<file path="src/rtl/pdn_domain_sequencer.sv">
// pdn_domain_sequencer: serialises power-switch enables for NUM_DOM supply
// domains, caps how many are on at once, settles on power-good, flags timeouts.
// Ports: clk, rst (sync, active-high), dom_req, dom_pg, fault_clr in;
// dom_en, dom_ack, fault, busy out (all registered).
module pdn_domain_sequencer #(
  parameter int NUM_DOM     = 6,
  parameter int SETTLE_CYC  = 4,
  parameter int DRAIN_CYC   = 2,
  parameter int TIMEOUT_CYC = 16,
  parameter int MAX_ON      = 4
) (
  input  logic               clk,
  input  logic               rst,
  input  logic [NUM_DOM-1:0] dom_req,
  input  logic [NUM_DOM-1:0] dom_pg,
  input  logic [NUM_DOM-1:0] fault_clr,
  output logic [NUM_DOM-1:0] dom_en,
  output logic [NUM_DOM-1:0] dom_ack,
  output logic [NUM_DOM-1:0] fault,
  output logic               busy
);

  localparam int IW   = (NUM_DOM > 1) ? $clog2(NUM_DOM) : 1;
  localparam int PW   = $clog2(NUM_DOM + 1);
  localparam int CMAX = (TIMEOUT_CYC > DRAIN_CYC) ? TIMEOUT_CYC
                                                  : DRAIN_CYC;
  localparam int CW   = $clog2(CMAX + 1);

  typedef enum logic [1:0] {
    IDLE,
    ON_WAIT,
    OFF_DRAIN
  } state_t;

  state_t          state;
  logic [IW-1:0]   sel;
  logic [IW-1:0]   rr_ptr;
  logic [CW-1:0]   cnt;
  logic [CW-1:0]   pg_cnt;

  logic [NUM_DOM-1:0] off_pend;
  logic [NUM_DOM-1:0] on_pend;
  logic [PW-1:0]      en_cnt;
  logic               budget_ok;
  logic [IW:0]        off_pick;
  logic [IW:0]        on_pick;
  logic [CW-1:0]      cnt_nx;
  logic [CW-1:0]      pg_nx;
  logic [IW-1:0]      sel_inc;

  // Round-robin search starting at p; returns {hit, index}.
  function automatic logic [IW:0] rr_pick(
    input logic [NUM_DOM-1:0] m,
    input logic [IW-1:0]      p
  );
    logic [IW:0] r;
    int          j;
    r = '0;
    for (int k = NUM_DOM - 1; k >= 0; k--) begin
      j = int'(p) + k;
      if (j >= NUM_DOM) j = j - NUM_DOM;
      if (m[j]) r = {1'b1, IW'(j)};
    end
    return r;
  endfunction

  always_comb begin
    en_cnt = '0;
    for (int i = 0; i < NUM_DOM; i++)
      en_cnt = en_cnt + PW'(dom_en[i]);
  end

  assign off_pend  = ~dom_req & dom_en;
  assign on_pend   = dom_req & ~dom_en & ~fault;
  assign budget_ok = en_cnt < PW'(MAX_ON);
  assign off_pick  = rr_pick(off_pend, rr_ptr);
  assign on_pick   = rr_pick(on_pend, rr_ptr);
  assign cnt_nx    = cnt + CW'(1);
  assign pg_nx     = dom_pg[sel] ? pg_cnt + CW'(1) : '0;
  assign sel_inc   = (sel == IW'(NUM_DOM - 1)) ? '0
                                              : sel + IW'(1);

  always_ff @(posedge clk) begin
    if (rst) begin
      state   <= IDLE;
      sel     <= '0;
      rr_ptr  <= '0;
      cnt     <= '0;
      pg_cnt  <= '0;
      dom_en  <= '0;
      dom_ack <= '0;
      fault   <= '0;
      busy    <= 1'b0;
    end else begin
      // A timeout set below overrides a same-cycle clear.
      fault <= fault & ~fault_clr;
      unique case (state)
        IDLE: begin
          if (off_pick[IW]) begin
            dom_ack[off_pick[IW-1:0]] <= 1'b0;
            sel   <= off_pick[IW-1:0];
            cnt   <= '0;
            state <= OFF_DRAIN;
            busy  <= 1'b1;
          end else if (on_pick[IW] && budget_ok) begin
            dom_en[on_pick[IW-1:0]] <= 1'b1;
            sel    <= on_pick[IW-1:0];
            cnt    <= '0;
            pg_cnt <= '0;
            state  <= ON_WAIT;
            busy   <= 1'b1;
          end
        end
        ON_WAIT: begin
          cnt    <= cnt_nx;
          pg_cnt <= pg_nx;
          if (pg_nx == CW'(SETTLE_CYC)) begin
            dom_ack[sel] <= 1'b1;
            rr_ptr <= sel_inc;
            state  <= IDLE;
            busy   <= 1'b0;
          end else if (cnt_nx == CW'(TIMEOUT_CYC)) begin
            dom_en[sel] <= 1'b0;
            fault[sel]  <= 1'b1;
            rr_ptr <= sel_inc;
            state  <= IDLE;
            busy   <= 1'b0;
          end
        end
        OFF_DRAIN: begin
          cnt <= cnt_nx;
          if (cnt_nx == CW'(DRAIN_CYC)) begin
            dom_en[sel] <= 1'b0;
            rr_ptr <= sel_inc;
            state  <= IDLE;
            busy   <= 1'b0;
          end
        end
        default: begin
          state <= IDLE;
          busy  <= 1'b0;
        end
      endcase
    end
  end

endmodule

</file>
<file path="config.mk">
export PLATFORM = sky130hd
export DESIGN_NAME = pdn_domain_sequencer
export DESIGN_NICKNAME = d
export VERILOG_FILES = /design/src/rtl/pdn_domain_sequencer.sv
export SDC_FILE = /design/constraint.sdc
export NUM_CORES = 1
export LEC_CHECK = 0
export ABC_CLOCK_PERIOD_IN_PS = 6000
export CORE_AREA = 5 5 84 86
export CTS_BUF_LIST = sky130_fd_sc_hd__clkbuf_2
export DETAILED_ROUTE_END_ITERATION = 6
export DIE_AREA = 0 0 89 91
export PLACE_DENSITY = 0.95
export SLEW_MARGIN = 20
export SYNTH_ARGS = -nofsm -noshare
export SYNTH_HDL_FRONTEND = slang
export SYNTH_SLANG_ARGS = --single-unit
export TNS_END_PERCENT = 10
</file>
<file path="constraint.sdc">
create_clock -name clk -period 6 [get_ports clk]
set_input_delay 0.6 -clock clk [delete_from_list [all_inputs] [get_ports clk]]
set_output_delay 0.6 -clock clk [all_outputs]
set_load 0.01 [all_outputs]
</file>
; Word-level counts from Yosys, hierarchy flattened
; Cells that the tools add are included.
[totals]
in_bits = 20
wordCells = 194
ff_bits = 37
[classes]
mux = 99
n_reduce_logical = 18
addsub = 19
bitwise_logic = 15
order_cmp = 19
n_eq_ne = 15
[op_table]
columns = operator, n
row1 = 32-bit by 5-bit < comparator with 1-bit output (second input constant), 6
row2 = 32-bit two-way mux, 6
row3 = 6-bit two-way mux, 10
row4 = 4-bit two-way mux, 12
row5 = 1-bit binary-select mux with 3-bit select, 13
row6 = 6-bit bitwise AND, 6
row7 = 6-bit inverter, 6
row8 = 1-bit two-way mux, 33
row9 = 4-bit by 3-bit subtractor with 5-bit output (second input constant), 5
row10 = 4-bit by 3-bit greater-or-equal comparator with 1-bit output (second input constant), 5
row11 = 5-bit two-way mux, 4
row12 = 5-bit one-hot mux with 2 select lines, 2
row13 = 3-bit two-way mux, 6
row14 = 6-bit bitwise OR, 3
row15 = 6-bit one-hot mux with 3 select lines, 1
row16 = 2-bit != test (second input constant), 7
row17 = 3-bit by 4-bit < comparator with 1-bit output (second input constant), 3
row18 = 6-bit one-hot mux with 2 select lines, 1
row19 = 3-bit AND reduction, 4
row20 = 5-bit by 1-bit adder with 5-bit output (second input constant), 2
row21 = 2-bit two-way mux, 5
row22 = 3-bit by 1-bit adder with 3-bit output, 3
row23 = 1-bit demux with 3-bit select, 3
row24 = 3-bit by 1-bit greater-or-equal comparator with 1-bit output (second input constant), 3
row25 = 26 further kinds, 36

; Depth between registers and ports, before layout
[depth]
ltp_word = 20
mapped_depth = 15
depth_no_buf = 13

; Worst setup path before layout
; No wires, ideal clock.
[synth_path]
kind = register to register
startpoint = register rr_ptr[0]
endpoint = register cnt[3]
setup_time_ns = 0.128
path_buffers = 2
t_arrival_ns = 3.377
synth_period_minus_slack_ns = 3.504
required_time_ns = 5.872
path_slack_ns = 2.496
path_stages_with_launch = 16
cell_sequence = dfxtp_1 > buf_6 > inv_2 > ha_1 > inv_1 > ha_1 > a211o_1 > a211oi_2 > o21ai_1 > a32oi_1 > inv_1 > o41a_1 > buf_6 > o311ai_4 > nand3b_1 > o31ai_2
[synth_between]
elab_chain_len = 15
elab_cells_between_ends = 76
[synth_lines]
columns = item, line
row1 = from (decl), 37  ; logic [IW-1:0] rr_ptr;
row2 = from (signal assigned), 119  ; rr_ptr <= sel_inc;
row3 = from (signal assigned), 125  ; rr_ptr <= sel_inc;
row4 = from (signal assigned), 134  ; rr_ptr <= sel_inc;
row5 = 3-bit by 3-bit adder with 4-bit output, 60  ; j = int'(p) + k;
row6 = 4-bit by 3-bit subtractor with 5-bit output / 4-bit by 3-bit greater-or-equal comparator with 1-bit output (equally long branches), 61  ; if (j >= NUM_DOM) j = j - NUM_DOM;
row7 = 32-bit two-way mux, 61
row8 = 1-bit binary-select mux with 3-bit select, 62  ; if (m[j]) r = {1'b1, IW'(j)};
row9 = 1-bit two-way mux (implied by the code) (2 in a row), 62
row10 = 4-bit two-way mux (6 in a row), 62
row11 = 1-bit logical AND, 105  ; end else if (on_pick[IW] && budget_ok) begin
row12 = 3-bit != test (no source line), n/a
row13 = 2-bit AND reduction (no source line), n/a
row14 = to (signal assigned), 115  ; cnt <= cnt_nx;
row15 = to (signal assigned), 131  ; cnt <= cnt_nx;
row16 = to (decl), 38  ; logic [CW-1:0] cnt;
; Several ways; a longest one is shown, not always the timed one. The select of a mux whose other input is x is not followed.
; A chain may end at the register's enable or synchronous reset.

; Final worst setup path
[layout_path]
startpoint = register rr_ptr[0]
endpoint = register pg_cnt[4]
[layout_between]
elab_chain_len = 15
elab_cells_between_ends = 75
[layout_lines]
columns = item, line
row1 = 3-bit by 3-bit adder with 4-bit output, 60
row2 = 4-bit by 3-bit subtractor with 5-bit output / 4-bit by 3-bit greater-or-equal comparator with 1-bit output (equally long branches), 61
row3 = 32-bit two-way mux, 61
row4 = 1-bit binary-select mux with 3-bit select, 62
row5 = 1-bit two-way mux (implied by the code) (2 in a row), 62
row6 = 4-bit two-way mux (6 in a row), 62
row7 = 1-bit logical AND, 105
row8 = 2-bit != test (no source line), n/a
row9 = 3-bit AND reduction (no source line) *, n/a
row10 = to (signal assigned), 116  ; pg_cnt <= pg_nx;
row11 = to (decl), 39  ; logic [CW-1:0] pg_cnt;
; Every way passes the cells marked *; elsewhere a longest branch is shown, timed or not. The select of a mux whose other input is x is not followed.

==> impl_metrics.yaml <==
sta:
  finalCriticalPeriod_ns: 4.79
  fin_worst_skew_ns: 0.0258
  slew_headroom: 0.438
  tightest_slew_ns: 0.836
  maxSlewViolCount: 0
  setup_viol: 0
  fin_tns_setup_ns: 0
  hold_ws_ns: 0.507
  rsz0062_at_grt: "no"
  hold_viol: 0
  fmax_mhz: 209
  fin_crit_sh: 0.799
cells_and_area:
  nNetsFinal: 541
  layout.area.seq_sq_um: 741
  fillers: 504
  syn_to_final_growth_pct: 11.9
  layout-drive-gt1-share: 0.0982
  multiInputGateArea_sq_mm: 0.00285
  layout_common_cells: "a21oi_1 (47), clkdlybuf4s50_1 (38), dfxtp_1 (37), nand2_1 (32), nor2_1 (28)"
  layout_commonest_cell: "a21oi_1"
  antenna_cells: 0
floorplanning:
  core-area_sq_mm: 0.00620
  initial_core_util: 0.613
  die_h_um: 91
  ioPinCount: 39
  die_area_sq_mm: 0.00810
  die_w_um: 89
  rows: 29
worst_setup_path:
  cpMostUsedCell: "ha_1"
  worstSetupEndpointType: "flop"
  critical_path_class: "flop to flop"
  path_cells: "inv_2 -> ha_1 -> inv_1 -> ha_1 -> a211o_1 -> a211oi_2 -> o21ai_1 -> a32oi_1 -> and4_1 -> nand2_4 -> or4_1 -> a31oi_1"
  crit_fanout: 17
  cpPeakStageDelay_ns: 0.69
  critPathSlowestCell: "and4_1"
  required_ns: 6.34
  cp.arrival_ns: 5.13
  cp-start-kind: "flop"
synthesis:
  synth-seq-cells: 37
  synth-seq-area-share: 0.195
  synth-edff-count: 0
  ys.flop_type: "dfxtp_1"
  synth.avg_cell_area_sq_um: 8.09
  yosys_warnings: 0
  synthCells: 470
  postSynth.asyncResetShare: 0
  synth_area_sq_mm: 0.00380
  synth_cell_types: 97
  syn_nets: 513
placement:
  io_buffer_count: 38
  routabilityCongestion: 1.01
  hpwl_um: 8640
drt:
  vias: 4042
  drc: 0
  drt-initial-drc-count: 325
  routed_via_density: 7.02
  dr.pass1.iters: 5
  ant_nets: 0
  wl_per_cell_um: 19.6
  finalWirelength_um: 11300
status:
  status: "completed"
clocking:
  cts_buffers: 5
  htreeDepth: 2
  path_clk_slew_ns: 0.21
  clk_latency_ns: 0.42
  cts_max_path_buffers: 2
  cts_tree: "done"
  postCtsHoldBufs: 0
  cts.repair.resized: 0
  cts_root_buf: "clkbuf_2"
  cts_setup_buffers: 0
  cts_num_sinks: 37
grt:
  grt_overflow: 0
  first_global_vias: 3892
  grt.total_usage: 0.287
  grt_max_degree: 31
  grt_pass1_wl_um: 18800
  antenna_found_initial: 0
run:
  max_cap_viol_count: 0
hold_path:
  hp-class: "flop to flop"
==> cell type report <==
cell class / instances / share of cell area
Clock buffer: 5 / 0.00588
Clock inverter: 3 / 0.0162
Inverter: 21 / 0.0185
Multi-Input combinational cell: 393 / 0.670
Sequential cell: 37 / 0.174
Tap cell: 77 / 0.0226
Timing Repair Buffer: 40 / 0.0929
==> critical path: cells and delay by family, from the launching register on <==
family | cells | cell delay [ns]
buffers and inverters | 2 | 0.42
flip-flops | 1 | 0.67
adder cells (fa/ha/maj) | 2 | 0.89
AND/OR/NAND/NOR | 3 | 1.30
AO/OA/AOI/OAI | 5 | 1.42
==> layer usage <==
metal / share of wire / track usage
met5: 0 / 0
met3: 0.078 / 0.0362
met4: 0.056 / 0.167
met1: 0.38 / 0.358
met2: 0.49 / 0.467
==> sequential cells by signal, indices dropped and copies added (netlist names), 2 cells and up <==
signal / count
dom_ack: 6
dom_en: 6
fault: 6
cnt: 5
pg_cnt: 5
rr_ptr: 3
sel: 3
state: 2
==> Yosys cell counts, drive strengths merged, types with 3 or more instances <==
library cell  count  share of area
or3b              5          0.012
clkbuf            9         0.0089
ha               21          0.069
nand2b            6         0.0099
buf              10          0.026
or3               4         0.0066
a311oi            4         0.0092
o21a              6          0.012
or4               4         0.0079
o21ai            25          0.036
dfxtp            37           0.19
nor4              4         0.0082
o22ai             3         0.0049
o32ai             4          0.011
a21oi            52          0.075
nor3b            10          0.020
nor3             14          0.021
o311ai            3          0.012
a21boi            4         0.0079
a31oi            12          0.024
nor2b            11          0.018
a32oi             3         0.0069
inv              19          0.019
a22oi             5          0.011
and3              9          0.015
nand2            33          0.035
o31ai             7          0.016
a2111oi           3         0.0072
a211oi           14          0.036
o211ai           10          0.020
nor2             29          0.029
a211o             6          0.014
mux2i             9          0.025
and2              4         0.0066
a21o              3         0.0059
nand3            20          0.026
xnor2             4          0.013
==> worst paths after layout <==
kind,startpoint,endpoint,slack [ns],cells after the start
min reg2reg,busy,busy,0.51,1
max,rr_ptr[0],pg_cnt[4],1.21,12
min,busy,busy,0.51,1
max reg2reg,rr_ptr[0],pg_cnt[4],1.21,12
==> per-stage QoR <==
| step | std cells | setup WS [ns] | util | instance area (sq um) |
|---|---|---|---|---|
| after floorplan | 470 | 2.50 | - | 3800 |
| after global placement | 568 | 1.64 | 0.670 | 4160 |
| after detailed placement | 568 | 1.44 | 0.670 | 4160 |
| after CTS | 576 | 1.35 | 0.686 | 4250 |
| after global routing | 576 | 0.962 | 0.686 | 4250 |
| final | 576 | 1.21 | 0.686 | 4250 |
==> cells by family after synthesis <==
| family | synth area share |
|---|---|
| AOI/OAI and AO/OA | 0.361 |
| muxes | 0.0365 |
| adders and majority gates | 0.0797 |
| and+or+nand+nor | 0.252 |
| xor gates and xnor gates | 0.0198 |
| buffers and inverters | 0.0556 |
| DFF | 0.195 |
Power is left out: the tool's default activity adds up to more than one toggle a clock period on the data nets, which glitch-free logic cannot reach.
